## config.mk

```make
export PLATFORM = sky130hd
export DESIGN_NAME = pe_vector_feeder
export DESIGN_NICKNAME = d
export VERILOG_FILES = /design/src/rtl/pe_vector_feeder_pkg.sv /design/src/rtl/pe_vector_feeder_result_fifo.sv /design/src/rtl/pe_vector_feeder.sv
export SDC_FILE = /design/constraint.sdc
export NUM_CORES = 1
export LEC_CHECK = 0
export CAP_MARGIN = 20
export CORE_UTILIZATION = 51
export CTS_BUF_LIST = sky130_fd_sc_hd__clkbuf_4 sky130_fd_sc_hd__clkbuf_8 sky130_fd_sc_hd__clkbuf_16
export CTS_CLUSTER_DIAMETER = 60
export CTS_CLUSTER_SIZE = 24
export DETAILED_ROUTE_END_ITERATION = 8
export GPL_TIMING_DRIVEN = 1
export PLACE_DENSITY = 0.79
export SETUP_SLACK_MARGIN = 0.4
export SLEW_MARGIN = 20
export SYNTH_ARGS = -nofsm -noshare
export SYNTH_HDL_FRONTEND = slang
export SYNTH_SLANG_ARGS = --single-unit
```

## constraint.sdc

```tcl
create_clock -name clk -period 8.7 [get_ports clk]
set_clock_uncertainty 0.1 [all_clocks]
set_input_delay 2.175 -clock clk [delete_from_list [all_inputs] [get_ports clk]]
set_output_delay 2.175 -clock clk [all_outputs]
set_load 0.02 [all_outputs]
```

## src/rtl/pe_vector_feeder_pkg.sv

```systemverilog
// ---------------------------------------------------------------------------
// pe_feeder_pkg
// Shared definitions for the PE vector feeder.
//   state_t      : sequencing FSM states
//   CTRL_FIRST   : bit of pe_ctrl marking the first element of a vector
//   CTRL_LAST    : bit of pe_ctrl marking the last element of a vector
//   FIFO_DEPTH   : result FIFO depth, which is also the credit pool for rows
//   credit_ok()  : may a new row start, given FIFO occupancy and rows in flight
// ---------------------------------------------------------------------------
package pe_feeder_pkg;

    typedef enum logic [1:0] {
        IDLE  = 2'd0,
        RUN   = 2'd1,
        DRAIN = 2'd2,
        DONE  = 2'd3
    } state_t;

    localparam int CTRL_FIRST = 0;
    localparam int CTRL_LAST  = 1;
    localparam int FIFO_DEPTH = 2;

    // A row may start only when every result already queued or still being
    // computed has a FIFO slot reserved, so a new row never overruns the FIFO.
    function automatic logic credit_ok(input logic [1:0] fifo_count,
                                       input logic [1:0] rows_in_flight);
        return (3'(fifo_count) + 3'(rows_in_flight)) < 3'(FIFO_DEPTH);
    endfunction

endpackage

```

## src/rtl/pe_vector_feeder_result_fifo.sv

```systemverilog
// ---------------------------------------------------------------------------
// pe_result_fifo
// Two-entry FIFO holding inner-product results together with their
// output-neuron index.
//   clk, rst     : clock, asynchronous active-high reset
//   push         : write push_data/push_idx this cycle
//   push_data    : result to store
//   push_idx     : output-neuron index of the result
//   pop_valid    : head entry available
//   pop_ready    : consumer accepts the head entry
//   pop_data     : head result (held while pop_valid && !pop_ready)
//   pop_idx      : head index
//   count        : current occupancy, used for row credits
// ---------------------------------------------------------------------------
module pe_result_fifo
    import pe_feeder_pkg::*;
#(
    parameter int ACC_W = 32,
    parameter int IDX_W = 10
) (
    input  logic             clk,
    input  logic             rst,
    input  logic             push,
    input  logic [ACC_W-1:0] push_data,
    input  logic [IDX_W-1:0] push_idx,
    output logic             pop_valid,
    input  logic             pop_ready,
    output logic [ACC_W-1:0] pop_data,
    output logic [IDX_W-1:0] pop_idx,
    output logic [1:0]       count
);

    logic [ACC_W-1:0] data_q [FIFO_DEPTH];
    logic [ACC_W-1:0] data_d [FIFO_DEPTH];
    logic [IDX_W-1:0] idx_q  [FIFO_DEPTH];
    logic [IDX_W-1:0] idx_d  [FIFO_DEPTH];

    logic       wr_ptr_q, wr_ptr_d;
    logic       rd_ptr_q, rd_ptr_d;
    logic [1:0] count_q,  count_d;

    logic do_pop;
    logic do_push;

    assign do_pop  = (count_q != 2'd0) && pop_ready;
    // A push into a full FIFO is accepted only when the head leaves in the
    // same cycle; the occupancy then stays the same.
    assign do_push = push && ((count_q < 2'(FIFO_DEPTH)) || do_pop);

    genvar gi;
    generate
        for (gi = 0; gi < FIFO_DEPTH; gi++) begin : g_entry
            always_comb begin
                data_d[gi] = data_q[gi];
                idx_d[gi]  = idx_q[gi];
                if (do_push && (wr_ptr_q == 1'(gi))) begin
                    data_d[gi] = push_data;
                    idx_d[gi]  = push_idx;
                end
            end

            always_ff @(posedge clk or posedge rst) begin
                if (rst) begin
                    data_q[gi] <= '0;
                    idx_q[gi]  <= '0;
                end else begin
                    data_q[gi] <= data_d[gi];
                    idx_q[gi]  <= idx_d[gi];
                end
            end
        end
    endgenerate

    always_comb begin
        wr_ptr_d = wr_ptr_q ^ do_push;
        rd_ptr_d = rd_ptr_q ^ do_pop;
        count_d  = count_q + 2'(do_push) - 2'(do_pop);
    end

    always_ff @(posedge clk or posedge rst) begin
        if (rst) begin
            wr_ptr_q <= 1'b0;
            rd_ptr_q <= 1'b0;
            count_q  <= 2'd0;
        end else begin
            wr_ptr_q <= wr_ptr_d;
            rd_ptr_q <= rd_ptr_d;
            count_q  <= count_d;
        end
    end

    assign pop_valid = (count_q != 2'd0);
    assign pop_data  = data_q[rd_ptr_q];
    assign pop_idx   = idx_q[rd_ptr_q];
    assign count     = count_q;

endmodule

```

## src/rtl/pe_vector_feeder.sv

```systemverilog
// ---------------------------------------------------------------------------
// pe_vector_feeder
// Streams one neuron vector against cfg_nout weight rows into a serial
// inner-product PE, one element per cycle, and returns each PE result on a
// valid/ready stream tagged with its output-neuron index.
//   clk, rst                : clock, asynchronous active-high reset
//   start, cfg_*            : job launch and configuration (sampled on accept)
//   busy, done              : job status; done pulses once per job
//   nbuf_* / wbuf_*         : neuron / weight buffer read ports (1-cycle latency)
//   pe_neuron, pe_weight    : element operands to the PE (buffer pass-through)
//   pe_ctrl, pe_vld         : element framing {last, first} and valid
//   pe_result, pe_vld_o     : PE result and its valid
//   out_valid/ready/data/idx: result stream
// ---------------------------------------------------------------------------
module pe_vector_feeder
    import pe_feeder_pkg::*;
#(
    parameter int DW    = 16,
    parameter int ACC_W = 32,
    parameter int NAW   = 10,
    parameter int WAW   = 14,
    parameter int LEN_W = 10,
    parameter int IDX_W = 10
) (
    input  logic             clk,
    input  logic             rst,
    input  logic             start,
    input  logic [LEN_W-1:0] cfg_vlen,
    input  logic [IDX_W-1:0] cfg_nout,
    input  logic [NAW-1:0]   cfg_nbase,
    input  logic [WAW-1:0]   cfg_wbase,
    output logic             busy,
    output logic             done,
    output logic             nbuf_rd_en,
    output logic [NAW-1:0]   nbuf_addr,
    input  logic [DW-1:0]    nbuf_rdata,
    output logic             wbuf_rd_en,
    output logic [WAW-1:0]   wbuf_addr,
    input  logic [DW-1:0]    wbuf_rdata,
    output logic [DW-1:0]    pe_neuron,
    output logic [DW-1:0]    pe_weight,
    output logic [1:0]       pe_ctrl,
    output logic             pe_vld,
    input  logic [ACC_W-1:0] pe_result,
    input  logic             pe_vld_o,
    output logic             out_valid,
    input  logic             out_ready,
    output logic [ACC_W-1:0] out_data,
    output logic [IDX_W-1:0] out_idx
);

    state_t           state_q,    state_d;
    logic [LEN_W-1:0] vlen_q,     vlen_d;
    logic [IDX_W-1:0] nout_q,     nout_d;
    logic [NAW-1:0]   nbase_q,    nbase_d;
    logic [LEN_W-1:0] k_q,        k_d;        // element index within the row
    logic [IDX_W-1:0] j_q,        j_d;        // row index being issued
    logic [NAW-1:0]   naddr_q,    naddr_d;
    logic [WAW-1:0]   waddr_q,    waddr_d;    // runs across rows: rows are contiguous
    logic [1:0]       inflight_q, inflight_d; // rows started but not yet returned by the PE
    logic [IDX_W-1:0] ridx_q,     ridx_d;     // index given to the next captured result
    logic             pe_vld_q,   pe_vld_d;
    logic [1:0]       pe_ctrl_q,  pe_ctrl_d;
    logic             busy_q,     busy_d;
    logic             done_q,     done_d;

    logic [1:0] fifo_count;
    logic       row_start;
    logic       last_elem;
    logic       last_row;
    logic       issue;
    logic       pe_push;

    assign row_start = (k_q == '0);
    assign last_elem = (k_q == vlen_q - LEN_W'(1));
    assign last_row  = (j_q == nout_q - IDX_W'(1));

    // Only the first element of a row waits for a credit; once a row has
    // begun it streams to completion without gaps.
    assign issue = (state_q == RUN) && (!row_start || credit_ok(fifo_count, inflight_q));

    // Results are only accepted for rows this job actually started, so a PE
    // result still emerging after a reset cannot leak into the FIFO.
    assign pe_push = pe_vld_o && (inflight_q != 2'd0);

    always_comb begin
        state_d    = state_q;
        vlen_d     = vlen_q;
        nout_d     = nout_q;
        nbase_d    = nbase_q;
        k_d        = k_q;
        j_d        = j_q;
        naddr_d    = naddr_q;
        waddr_d    = waddr_q;
        inflight_d = inflight_q + 2'(issue && row_start) - 2'(pe_push);
        ridx_d     = pe_push ? (ridx_q + IDX_W'(1)) : ridx_q;
        pe_vld_d   = issue;
        pe_ctrl_d  = 2'b00;
        if (issue) begin
            pe_ctrl_d[CTRL_FIRST] = row_start;
            pe_ctrl_d[CTRL_LAST]  = last_elem;
        end

        case (state_q)
            IDLE: begin
                if (start) begin
                    vlen_d  = cfg_vlen;
                    nout_d  = cfg_nout;
                    nbase_d = cfg_nbase;
                    naddr_d = cfg_nbase;
                    waddr_d = cfg_wbase;
                    k_d     = '0;
                    j_d     = '0;
                    ridx_d  = '0;
                    state_d = ((cfg_vlen == '0) || (cfg_nout == '0)) ? DONE : RUN;
                end
            end
            RUN: begin
                if (issue) begin
                    waddr_d = waddr_q + WAW'(1);
                    if (last_elem) begin
                        k_d     = '0;
                        j_d     = j_q + IDX_W'(1);
                        naddr_d = nbase_q;
                        if (last_row) begin
                            state_d = DRAIN;
                        end
                    end else begin
                        k_d     = k_q + LEN_W'(1);
                        naddr_d = naddr_q + NAW'(1);
                    end
                end
            end
            DRAIN: begin
                if ((fifo_count == 2'd0) && (inflight_q == 2'd0)) begin
                    state_d = DONE;
                end
            end
            DONE: begin
                state_d = IDLE;
            end
            default: begin
                state_d = IDLE;
            end
        endcase

        // busy follows the next state; done is taken from the DONE state one
        // cycle later, so busy falls exactly as done pulses.
        busy_d = (state_d != IDLE);
        done_d = (state_q == DONE);
    end

    always_ff @(posedge clk or posedge rst) begin
        if (rst) begin
            state_q    <= IDLE;
            vlen_q     <= '0;
            nout_q     <= '0;
            nbase_q    <= '0;
            k_q        <= '0;
            j_q        <= '0;
            naddr_q    <= '0;
            waddr_q    <= '0;
            inflight_q <= 2'd0;
            ridx_q     <= '0;
            pe_vld_q   <= 1'b0;
            pe_ctrl_q  <= 2'b00;
            busy_q     <= 1'b0;
            done_q     <= 1'b0;
        end else begin
            state_q    <= state_d;
            vlen_q     <= vlen_d;
            nout_q     <= nout_d;
            nbase_q    <= nbase_d;
            k_q        <= k_d;
            j_q        <= j_d;
            naddr_q    <= naddr_d;
            waddr_q    <= waddr_d;
            inflight_q <= inflight_d;
            ridx_q     <= ridx_d;
            pe_vld_q   <= pe_vld_d;
            pe_ctrl_q  <= pe_ctrl_d;
            busy_q     <= busy_d;
            done_q     <= done_d;
        end
    end

    pe_result_fifo #(
        .ACC_W (ACC_W),
        .IDX_W (IDX_W)
    ) u_fifo (
        .clk       (clk),
        .rst       (rst),
        .push      (pe_push),
        .push_data (pe_result),
        .push_idx  (ridx_q),
        .pop_valid (out_valid),
        .pop_ready (out_ready),
        .pop_data  (out_data),
        .pop_idx   (out_idx),
        .count     (fifo_count)
    );

    // Read data arrives one cycle after issue, aligned with pe_vld.
    assign nbuf_rd_en = issue;
    assign wbuf_rd_en = issue;
    assign nbuf_addr  = naddr_q;
    assign wbuf_addr  = waddr_q;
    assign pe_neuron  = nbuf_rdata;
    assign pe_weight  = wbuf_rdata;
    assign pe_vld     = pe_vld_q;
    assign pe_ctrl    = pe_ctrl_q;
    assign busy       = busy_q;
    assign done       = done_q;

endmodule

```

# Yosys cells after proc, flatten, opt, wreduce, memory -nomap -nowiden
# Index checks and enable logic that the tools add are counted.
# totals
regBits	181
out_inout_bits	106
elab_cells	104
# classes
add_sub_neg	12
magnitude_cmp	3
eq_ne	8
mux	31
bitwise	4
n_reduce_logical	25
# ops
operator	count
10-bit two-way mux	14
32-bit two-way mux	3
10-bit one-hot mux with 2 select lines	3
10-bit by 1-bit adder with 10-bit output, second input constant	4
10-bit zero test	3
14-bit two-way mux	2
14-bit one-hot mux with 2 select lines	1
10-bit == test	2
10-bit by 1-bit subtractor with 10-bit output, second input constant	2
14-bit by 1-bit adder with 14-bit output, second input constant	1
2-bit two-way mux	7
1-bit logical AND	8
2-bit one-hot mux with 4 select lines	1
2-bit nonzero test	4
2-bit zero test	3
2-bit != test, second input constant	3
2-bit by 1-bit adder with 2-bit output	2
2-bit == test, second input constant	2
4-bit AND reduction	1
2-bit by 1-bit subtractor with 2-bit output	2
2-bit by 2-bit adder with 3-bit output	1
1-bit logical OR	3
3-bit by 2-bit less-than comparator with 1-bit output, second input constant	1
3-bit AND reduction	1
other kinds (8)	9

# Logic depth before layout (Yosys ltp)
# Gate-level depths: netlist of the first run.
# depth
ltp_word	7
mapped_depth	12
mapped_depth_nobuf	12

# Modules after synthesis
# A second synthesis of the first run with hierarchy kept.
# hier_totals
cells_unflattened	887
hier_area_um2	9569.2
# modules_own_cells
module	instances	cells_each	area_per_inst_um2	seq_area_each_um2
pe_vector_feeder	1	640	5537.8	2327.2
pe_result_fifo	1	247	4031.4	2202.1

# Least setup slack after synthesis of the first run
# OpenSTA, ideal clock, no wires.
# synth_path
path_type	input to output
start	in start
end	out wbuf_rd_en
arrival_time_ns	3.488
path_slack_ns	2.937
path_stages	5
path_cell_list	nor2_1 -> a311oi_1 -> nand2_1 -> inv_1 -> buf_4
# synth_lines
item	line_no	source
start, declared	pe_vector_feeder.sv:27	input logic start,
end, declared	pe_vector_feeder.sv:37	output logic wbuf_rd_en,

==> results.md, run 1 <==
- The run finished with clean final reports.
- For this block, the routed nets add up to 21.04 mm of wire.
- Once the floorplan was initialized, standard cells occupied 52.04% of the core.
- In this run the worst setup path begins at start.
- The cell sitting at the root of the clock tree is a sky130_fd_sc_hd__clkbuf_16.
- For this design, the sink count on the clock tree is 181.
- The synthesis-to-finish area growth is 22.06%.
- Counting along the longest clock path gives a buffer depth of 2.
- The I/O pin count is 219.
- The worst hold slack is 0.3760 ns.
- The number of placed instances, taps included, is 1,206.
- The sequential area share after synthesis is 48.45%.
- In this run, post-CTS repair resized a total of 0 instances.
- The total nets after synthesis is 1,025.
- The final count of pins violating max slew is 0.
- The leading cell type in the layout, fill and taps excluded is sky130_fd_sc_hd__dfrtp_1.
- Leaving out filler cells and counting taps, the final layout contains 1,238.
- The level count of the clock H-tree is 4.
- Of all cell types, the one taking the most synthesized area is sky130_fd_sc_hd__dfrtp_1.
- The slew at the pin with the worst max-slew slack is 1.098 ns.
- The vias after detailed routing is 7,039.
- Fill cells in the final layout number 1,448.
- STA classifies the critical path startpoint as an input pin.
- Power spread over the standard cell area amounts to 374.7 mW/mm².
- The number of endpoints with negative hold slack in the final report is 0.
- Among all stages on the critical path, the largest delay is contributed by sky130_fd_sc_hd__clkdlybuf4s50_1.
- The first TritonRoute pass finished after 5 iterations.
- STA classifies the critical path endpoint as an output pin.
- The setup path with the least slack is of type input pin to output pin.
- The count of buffering cells on the critical path with inverters included is 4.
- The signal on the critical path passes through clkdlybuf4s50_1 -> nor2_1 -> a311oi_4 -> buf_4 -> nand2_1 -> inv_1 -> clkdlybuf4s50_1.
- The post-detailed-route via-to-cell ratio is 5.686.
- The initial antenna violation count was 0.
- Setup repair after global routing left no endpoint under its margin.
- The final weighted congestion in routability-driven placement is 0.8358.
- In this run the critical register-to-register path is launched from vlen_q[2].
- The end point of the critical path is wbuf_rd_en.
- The endpoint arrival time on the critical path is 4.69 ns.
- The buffers inserted during post-CTS setup optimization is 0.
- Across all register-to-register paths, the minimum setup slack is 4.99 ns.
- By area the synthesized netlist is led by sky130_fd_sc_hd__dfrtp_1 48%, sky130_fd_sc_hd__mux2_2 15%, sky130_fd_sc_hd__nand2_1 5.3%.
- The via count of the first global-routing pass is 6,958.
- The total area inside the core boundary comes to 0.01796 mm².
- Of all nets on the critical path, the largest fanout is 26.
- Detailed placement finished with a half-perimeter wire length of 14.03 mm.
- The highest clock rate is 143.5 MHz.
- The internal power consumption is 2.608 mW.
- The final setup TNS is 0 ns.
- In the final routed layout, each cell accounts on average for 17.00 µm.
- The worst flop-to-flop path endpoint is state_q[1].
- 0 antenna diodes ended up in the layout.
- For this design, the CTS-stage hold fixing added 0 buffers.
- The clock insertion delay at the later pin of the skew report is 0.44 ns.
- The final cell utilization of the core is 63.52%.
- Counting every instance in the synthesized netlist gives 897.
- In the layout the commonest cells are 180 x sky130_fd_sc_hd__dfrtp_1, 154 x sky130_fd_sc_hd__clkdlybuf4s50_1, 132 x sky130_fd_sc_hd__nand2_1.
- For this run, the leading register cell type out of synthesis is sky130_fd_sc_hd__dfrtp_1.
- Max-cap violations in this run came to 0.
- Setup violations remaining at the end of the flow were counted as 0.
- The period utilization is 80.09%.
- The largest incremental delay on the critical path is 0.72 ns.
- After synthesis the cells add up to 0.009348 mm².
- The mean cell area of the mapped netlist is 10.42 µm².
- The data required time at the worst endpoint is 6.43 ns.
- The final critical delay including setup and external delays is 6.968 ns.
- The layout net count is 1,124.
- The overflow left after global routing is 0.
- In this run the tightest slew margin relative to its limit is 26.82%.
- The number of core rows is 49.
- The sequential power share is 35.8%.
- The remaining routing DRC violations is 0.
- The first global-routing pass estimated 33.99 mm of wire.
- The worst-case vdd ir drop is 0.2534 mV.
- The width of the die is 137.4 µm.
- The proportion of netlist area held by the largest area contributor is 48.45%.
- The count of input and output buffers is 154.
- The top cell family by delay on the critical path is buffers and inverters.
- Global routing used 23.04% of the available tracks.
- Measured in cells, the most critical reg-to-reg path has a length of 7.
- The yosys synthesis warning count is 0.
- TritonCTS built the clock tree.
- The total CTS buffers is 17.
- The critical path depth in cells is 7.
- The die covers 0.01887 mm².
- The netlist uses 59 different library cells.
- The net load switching power is 1.667 mW.
- In this run switching power makes up 39.00% of total power.
- Of the cells placed in the final design, the portion with a size suffix greater than 1 is 17.44%.
- Counting flops and latches in the post-synthesis netlist gives 181.
- For this design the static power due to leakage is 4.949 nW.
- The number of nets still failing antenna checks after routing is 0.
- The type of the most critical hold path is register to register.
- In the synthesized netlist the async set-or-reset flop fraction comes to 100.0%.
- The height of the chip is 137.4 µm.
- The clock transition time at the flip-flop clock pins of the worst setup and hold paths is 0.07 ns.
- The part of the total power dissipated in combinational logic is 45.9%.
- Entering global routing, the biggest net connects 110 pins.
- The cell repeated most along the worst path is sky130_fd_sc_hd__clkdlybuf4s50_1.
- Counting flops with a built-in enable in the synthesized netlist gives 0.
- The initial DRC count is 339.
- The clock share of power is 18.3%.
[how the worst min path moves through the flow]
stage	startpoint	end	slack [ns]	cells after the start
5_1_grt	nbase_q[0]	nbase_q[0]	0.40	2
4_1_cts	u_fifo.count[1]	u_fifo.count[1]	0.38	1
3_3_place_gp	nbase_q[3]	nbase_q[3]	0.36	2
2_1_floorplan	nbase_q[3]	nbase_q[3]	0.34	2
3_5_place_dp	nbase_q[1]	nbase_q[1]	0.36	2
6_report	u_fifo.count[1]	u_fifo.count[1]	0.38	1
[per-layer routing]
layer  GRT usage, %  vias up  share of wire (%)
met4          6.166        0                1.3
li1               -     3304                  -
met5              0        -                  0
met2          38.22      207                 49
met3          7.579       27                7.2
met1          28.71     3501                 43
[cell usage after synthesis, types with 3 or more instances]
cell type,n
sky130_fd_sc_hd__or3_1,3
sky130_fd_sc_hd__buf_4,33
sky130_fd_sc_hd__o21a_1,3
sky130_fd_sc_hd__nor4_1,10
sky130_fd_sc_hd__a2111oi_0,3
sky130_fd_sc_hd__or4_1,4
sky130_fd_sc_hd__nand3b_1,4
sky130_fd_sc_hd__xnor2_1,27
sky130_fd_sc_hd__nor3_1,17
sky130_fd_sc_hd__o22ai_1,9
sky130_fd_sc_hd__nor2_1,48
sky130_fd_sc_hd__mux2_2,126
sky130_fd_sc_hd__ha_1,14
sky130_fd_sc_hd__a31oi_1,8
sky130_fd_sc_hd__a22oi_1,8
sky130_fd_sc_hd__nand2b_1,7
sky130_fd_sc_hd__inv_1,25
sky130_fd_sc_hd__and2_1,6
sky130_fd_sc_hd__and4_1,3
sky130_fd_sc_hd__a21oi_1,32
sky130_fd_sc_hd__o21ai_0,34
sky130_fd_sc_hd__mux2i_1,12
sky130_fd_sc_hd__nand4_1,5
sky130_fd_sc_hd__clkbuf_1,43
sky130_fd_sc_hd__xor2_1,19
sky130_fd_sc_hd__nand2_1,132
sky130_fd_sc_hd__dfrtp_1,181
sky130_fd_sc_hd__nand3_1,23
sky130_fd_sc_hd__and3_1,9
sky130_fd_sc_hd__nor3b_1,3
sky130_fd_sc_hd__o31ai_1,6
[power by group through the flow]
stage / registers, mW / clock network [mW] / logic (mW)
after global placement: 1.52 / 0 / 1.91
after global routing: 1.59 / 0.827 / 2.14
after floorplan: 1.47 / 0 / 1.33
final: 1.53 / 0.783 / 1.96
after detailed placement: 1.54 / 0 / 1.95
after CTS: 1.53 / 0.797 / 1.97
[sequential cells by signal, summed over array words and instances (netlist names), 10 cells and up]
register / count
u_fifo.data_q: 64
u_fifo.idx_q: 20
wbuf_addr: 14
j_q: 10
k_q: 10
nbase_q: 10
nbuf_addr: 10
nout_q: 10
ridx_q: 10
vlen_q: 10
[stage by stage]
step	setup WS (ns)	power, mW	cell area (µm²)
3_3_place_gp	1.805	3.435	10810
3_5_place_dp	1.767	3.495	10810
6_report	1.732	4.276	11410
2_1_floorplan	1.510	2.796	9348
5_1_grt	1.610	4.550	11410
4_1_cts	1.756	4.302	11410
[cells by family after synthesis]
group / after synthesis / synth area share (%)
multiplexers: 138 / 16.46
buffers and inverters: 104 / 5.595
flip-flops: 181 / 48.45
XOR/XNOR: 46 / 4.310
AO/OA/AOI/OAI: 127 / 8.767
AND/OR/NAND/NOR: 286 / 14.32
adder cells (fa/ha/maj): 15 / 2.088
[area by class of cell]
cell class / instances / area (µm²) / share of cell area (%)
clock buffer: 18 / 439.2 / 3.849
sequential: 181 / 4531 / 39.71
clock inverter: 14 / 156.4 / 1.371
inverter: 25 / 98.84 / 0.8663
timing repair buffer: 159 / 1579 / 13.84
tap: 229 / 286.5 / 2.511
multi-input combinational: 612 / 4319 / 37.85
Power figures use the tool's default switching activity.
==> inputs of run 2 (changes only) <==
- clock period: 8.7 -> 7.3 ns (I/O delays scaled with it)
==> run 2 against run 1 <==
Effect of this change:
- power increased by 19%
- core utilization increased by 0.18 points
- sequential cell count unchanged
- register-to-register slack got worse by 1.3 ns
- sequential power increased by 20%
- non-clock buffer count increased by 2
- die area unchanged
- clock-buffer cell count decreased by 1
- via count decreased by 1.3%
==> results.md, run 2 (synthesis gave the netlist of run 1 again) <==
- The flow ran to the end, and the final reports show no timing, DRC or antenna violations.
- The initial DRC count is 348.
- Overall power consumption after layout is estimated at 5.088 mW.
- Measured along the x axis, the die boundary spans 137.4 µm.
- The tightest min-delay check is of the register to register type.
- The register with the most flip-flops in the layout has 64 of them.
- The first global-routing pass estimated 34.79 mm of wire.
- The hold buffer count at CTS is 0.
- The number of nets still failing antenna checks after routing is 0.
- The total power divided by cell area is 444.7 mW/mm².
- The detailed-route wire length is 21.05 mm.
- The total placed instance area is 0.01082 mm².
- Setup repair after global routing left no endpoint under its margin.
- The share of final-layout standard cells stronger than drive strength 1 is 17.52%.
- The clock insertion delay at the later pin of the skew report is 0.44 ns.
- In this run, post-CTS repair resized a total of 0 instances.
- CTS placed an instance of sky130_fd_sc_hd__clkbuf_16 at the clock tree root.
- Of all nets on the critical path, the largest fanout is 26.
- The core area is 0.01796 mm².
- More flip-flops sit in one register than any other, and that register is u_fifo.data_q.
- The overflow left after global routing is 0.
- The analysis attributes to cell leakage a power of 4.951 nW.
- At the worst endpoint, the arrival time is 4.29 ns.
- The CTS tree is yes.
- The number of inserted diodes is 0.
- The initial antenna violation count is 0.
- The headroom to the max-slew limit is 28.44%.
- The non-filler instance count after layout is 1,239.
- The endpoint type of the worst setup path is an output pin.
- The worst setup path is launched from an input pin.
- The synthesis-to-finish area growth is 22.41%.
- The smallest clock period supported by the final layout is computed as 6.213 ns.
- For this run, the top clock speed supported by timing is 161.0 MHz.
- The number of failing setup endpoints in the final timing report is 0.
- The combined global-route utilization of all metal layers is 23.59%.
- The die is 137.4 µm tall.
- The wire length per cell is 16.99 µm.
- The number of sinks on the clock net is 181.
- The via count of the first global-routing pass came to 7,017.
- The slew at the pin with the worst max-slew slack is 1.073 ns.
- Leaving out fill and tap cells, the most frequent cell in the layout is sky130_fd_sc_hd__dfrtp_1.
- The initial cell density of the core is 52.04%.
- The number of placed cells counting well taps is 1,207.
- The worst-case IR drop observed on VDD is 0.3244 mV.
- Leaving out fill and tap cells, the most frequent cells in the layout are 180 x sky130_fd_sc_hd__dfrtp_1, 154 x sky130_fd_sc_hd__clkdlybuf4s50_1, 132 x sky130_fd_sc_hd__nand2_1.
- The I/O pin count is 219.
- Across all layers, the routed design uses 6,946 vias.
- The final count of pins violating max slew is 0.
- The number of endpoints with negative hold slack in the final report is 0.
- The number of core rows is 49.
- Entering global routing, the biggest net connects 75 pins.
- Buffers inserted during clock tree synthesis total 17.
- After the last flow step, the layout net total stands at 1,126.
- Input and output buffers added on the ports amount to 154.
- After clock tree synthesis, the clock-pin slew on the worst setup and hold paths is 0.07 ns.
- The classification of the worst setup path is input pin to output pin.
- The pre-CTS setup slack is 1.104 ns.
- The data required time at the worst endpoint is 5.38 ns.
- The final setup TNS is 0 ns.
- After legalization and detailed placement, the total HPWL measured 14.03 mm.
- After clock tree synthesis, the setup repair step added 0 buffers.
- Dividing the final minimum period by the clock period gives 85.11%.
- The post-detailed-route via-to-cell ratio is 5.606.
- The number of maximum-capacitance constraint violations is 0.
- The congestion estimate from routability-driven global placement came to 0.8716.
- After detailed routing, the number of remaining DRC violations is 0.
- The total die area is 0.01887 mm².
- In the post-route analysis, the smallest setup slack over all paths is 1.087 ns.
- No sink is reached through more buffers than the 2 on the longest clock path.
- The length of the first detailed-routing pass in iterations is 5.
- The level count of the clock H-tree is 4.
- Summing all non-filler instances in the final layout gives an area of 0.01144 mm².
run 2: per-stage QoR:
step	hold WS [ns]	util [%]
2_1_floorplan	0.3404	-
3_3_place_gp	0.3542	60.24
3_5_place_dp	0.3619	60.24
4_1_cts	0.3790	63.53
5_1_grt	0.4022	63.70
6_report	0.3754	63.70
run 2: final timing paths:
kind	startpoint	endpoint	slack, ns	cells past startpoint
setup / recovery	start	wbuf_rd_en	1.09	7
hold / removal	nbase_q[3]	nbase_q[3]	0.38	2
setup reg to reg	vlen_q[2]	state_q[1]	3.72	7
hold reg to reg	nbase_q[3]	nbase_q[3]	0.38	2
max in group asynchronous	rst	u_fifo.rd_ptr_q	4.12	3
min in group asynchronous	rst	u_fifo.data_q[34]	1.68	2
run 2: report_power, final:
part / switching, mW / internal (mW)
registers: 0.407 / 1.42
clock network: 0.434 / 0.486
logic: 1.14 / 1.20
run 2: layer usage:
layer / up-vias / track usage [%] / wire (µm)
li1: 3319 / - / -
met1: 3379 / 30.04 / 9219
met2: 222 / 38.22 / 9997
met3: 26 / 7.395 / 1533
met4: 0 / 7.326 / 295
met5: - / 0 / 0
run 2: cell type report:
cell class                 count  area [µm²]
clock buffer                  17       425.4
clock inverter                14       165.2
fill                        1439        6521
inverter                      25       98.84
multi-input combinational    612        4329
sequential                   181        4531
tap                          229       286.5
timing repair buffer         161        1607
run 2: critical path, stage by stage:
cell	delay [ns]
sky130_fd_sc_hd__clkdlybuf4s50_1	0.54
sky130_fd_sc_hd__nor2_1	0.10
sky130_fd_sc_hd__a311oi_4	0.27
sky130_fd_sc_hd__buf_4	0.33
sky130_fd_sc_hd__nand2_1	0.22
sky130_fd_sc_hd__inv_1	0.27
sky130_fd_sc_hd__clkdlybuf4s50_1	0.72
==> inputs of run 3 (changes only) <==
- SLEW_MARGIN: 20 -> 0
==> run 3 against run 2 <==
Effect of this change:
- power about the same
- register-to-register slack about the same
- hold slack is essentially flat
- final cell count hardly changed
- die area unchanged
- sequential share of layout area barely moved
- wire length rose by 0.35%
- sequential cell count stayed put
- largest cell class unchanged
- largest power group unchanged
==> results.md, run 3 (synthesis gave the netlist of run 1 again) <==
- The run finished with clean final reports.
- The combined global-route utilization of all metal layers is 23.59%.
- The global-route wire length before repair is 34.79 mm.
- The vias after detailed routing is 6,971.
- No sink is reached through more buffers than the 2 on the longest clock path.
- The total placed instance area is 0.01082 mm².
- The number of inserted diodes is 0.
- The post-detailed-placement half-perimeter wirelength is 14.03 mm.
- Leaving out filler cells and counting taps, the final layout contains 1,240.
- The cell at the root of the clock tree is sky130_fd_sc_hd__clkbuf_16.
- In the final layout, the share of cells above drive strength 1 is 17.61%.
- The height of the chip is 137.4 µm.
- The slowest stage of the critical path is the sky130_fd_sc_hd__clkdlybuf4s50_1 cell.
- The total CTS buffers is 17.
- The maximum number of pins on one net before global-route repair is 75.
- The number of endpoints with negative hold slack in the final report is 0.
- The classification of the worst setup path is input pin to output pin.
- In this run the horizontal extent of the chip is 137.4 µm.
- The level count of the clock H-tree is 4.
- The remaining routing DRC violations is 0.
- The final count of pins violating max slew came to 0.
- The number of core rows is 49.
- The endpoint type of the worst setup path is an output pin.
- The number of flip-flops in the largest register is 64.
- The met2 demand-to-capacity share in global routing is 38.22%.
- The multi-input gate area in the final layout is 0.004319 mm².
- The number of sinks on the clock net is 181.
- STA puts the critical path data required time at 5.38 ns.
- For the final routed database, the setup TNS stands at 0 ns.
- The I/O pin count is 219.
- The worst-case vdd ir drop is 0.3242 mV.
- Setup repair after global routing left no endpoint under its margin.
- The length of the first detailed-routing pass in iterations is 6.
- The core area is 0.01796 mm².
- The highest clock rate is 160.7 MHz.
- The initial antenna violation count was 0.
- The count of buffering cells on the critical path with inverters included is 4.
- In this run the worst path has a maximum fanout of 26.
- The total die area is 0.01887 mm².
- Buffers added to address setup during post-CTS repair amount to 0.
- The register with the most flip-flops in the final layout is u_fifo.data_q.
- The type of element launching the critical path is an input pin.
- Walking the worst path, the cells encountered are clkdlybuf4s50_1 -> nor2_1 -> a311oi_4 -> buf_4 -> nand2_1 -> inv_1 -> clkdlybuf4s50_1.
- The overflow left after global routing is 0.
- TritonCTS built the clock tree.
- The initial utilization of the core area, before any placement, comes to 52.04%.
- The leading cell type in the layout, fill and taps excluded is sky130_fd_sc_hd__dfrtp_1.
- For met3 alone, demand over resource in global routing was 7.395%.
- The final critical path takes up 85.26% of the cycle.
- Counting instances, the worst hold path has a depth of 2.
- The net count of the finished layout is 1,127.
- The number of nets still failing antenna checks after routing is 0.
- The number of inserted filler cells in the final layout is 1,438.
- The number of failing setup endpoints in the final timing report is 0.
- The number of maximum-capacitance constraint violations is 0.
- The congestion estimate from routability-driven global placement came to 0.8716.
- The worst reg-to-reg path cell count is 7.
- In this design, the critical path's most frequently occurring cell is sky130_fd_sc_hd__clkdlybuf4s50_1.
- In this run the static leakage power is 4.958 nW.
- The global routing stage identified its most utilized layer as met2.
- In this run, the number of DRC markers left after iteration 0 of detailed routing was 415.
- Among cell families on the critical path, the largest total delay comes from buffers and inverters.
- Leaving out fill and tap cells, the most frequent cells in the layout are 180 x sky130_fd_sc_hd__dfrtp_1, 154 x sky130_fd_sc_hd__clkdlybuf4s50_1, 132 x sky130_fd_sc_hd__nand2_1.
- The endpoint arrival time on the critical path is 4.30 ns.
- Hold repair after CTS inserted 0 buffers.
- The number of gates resized after cts is 0.
- The number of placed cells counting well taps is 1,207.
- The via count of the first global-routing pass is 7,017.
- The path class of the tightest hold or removal check is register to register.
- The synthesis-to-finish area growth is 22.51%.
- With fillers left out, the area of the finished cells amounts to 0.01145 mm².
- Subtracting the final worst setup slack from the clock period gives 6.224 ns.
- For this run, global-route usage on met1 was measured as 30.04%.
- Registers take 0.004531 mm².
- Wires add up to 21.12 mm.
- Power spread over the standard cell area amounts to 444.5 mW/mm².
- In the routed layout, each cell is associated on average with a via count of 5.622.
- The critical path runs through a total of 7 cells.
- During placement, the flow inserted port buffers numbering 154.
- After detailed routing, the average wire length per cell comes to 17.03 µm.
- The largest incremental delay on the critical path is 0.72 ns.
- In this run the tightest slew margin relative to its limit is 28.91%.
- At the pin with the least slew margin, the transition time is 1.066 ns.
- After clock tree synthesis, the clock-pin slew on the worst setup and hold paths is 0.07 ns.
- The clock insertion delay at the later pin of the skew report is 0.45 ns.
-- run 3: cell count changes in the layout (fill, tap and decap cells not counted) --
cell                     delta
sky130_fd_sc_hd__ha_2       +1
sky130_fd_sc_hd__buf_12     +1
sky130_fd_sc_hd__ha_4       -1
-- run 3: per-layer routing --
| layer | vias to the layer above | part of all wire, % |
|---|---|---|
| li1 | 3318 | - |
| met1 | 3394 | 44 |
| met2 | 235 | 48 |
| met3 | 24 | 7.4 |
| met4 | 0 | 1.3 |
| met5 | - | 0 |
-- run 3: area by class of cell --
type | instances | area share [%]
multi-input combinational | 612 | 37.71
tap | 229 | 2.502
timing repair buffer | 162 | 14.20
inverter | 25 | 0.8631
clock inverter | 14 | 1.442
clock buffer | 17 | 3.715
sequential | 181 | 39.56
-- run 3: final timing paths --
path                       slack, ns       start           endpoint
max                             1.08       start         wbuf_rd_en
min                             0.38  nbase_q[3]         nbase_q[3]
max reg2reg                     3.71   vlen_q[2]         state_q[1]
min reg2reg                     0.38  nbase_q[3]         nbase_q[3]
max in group asynchronous       4.13         rst    u_fifo.rd_ptr_q
min in group asynchronous       1.67         rst  u_fifo.data_q[34]
-- run 3: per-stage QoR --
stage	worst slack (ns)	utilization (%)	hold slack [ns]	power, mW
final	1.076	63.75	0.3754	5.091
after global placement	1.115	60.24	0.3542	4.096
after detailed placement	1.104	60.24	0.3619	4.162
after floorplan	0.4597	-	0.3404	3.333
after global routing	0.9415	63.75	0.4023	5.421
after CTS	1.071	63.53	0.3790	5.112
-- run 3: worst reg2reg max path, cell delays in order (launching register included) --
cell and delay (ns):
sky130_fd_sc_hd__dfrtp_1 0.48, sky130_fd_sc_hd__or4_1 0.60, sky130_fd_sc_hd__a2111oi_0 0.60, sky130_fd_sc_hd__nor3b_1 0.20
sky130_fd_sc_hd__and3b_1 0.33, sky130_fd_sc_hd__nand2_1 0.41, sky130_fd_sc_hd__a2111oi_0 0.61, sky130_fd_sc_hd__o21bai_1 0.19
-- run 3: power breakdown --
part | total, mW | switching (mW) | internal [mW]
clock | 0.920 | 0.435 | 0.486
combinational | 2.34 | 1.14 | 1.20
sequential | 1.83 | 0.408 | 1.42
total | 5.09 | 1.98 | 3.11
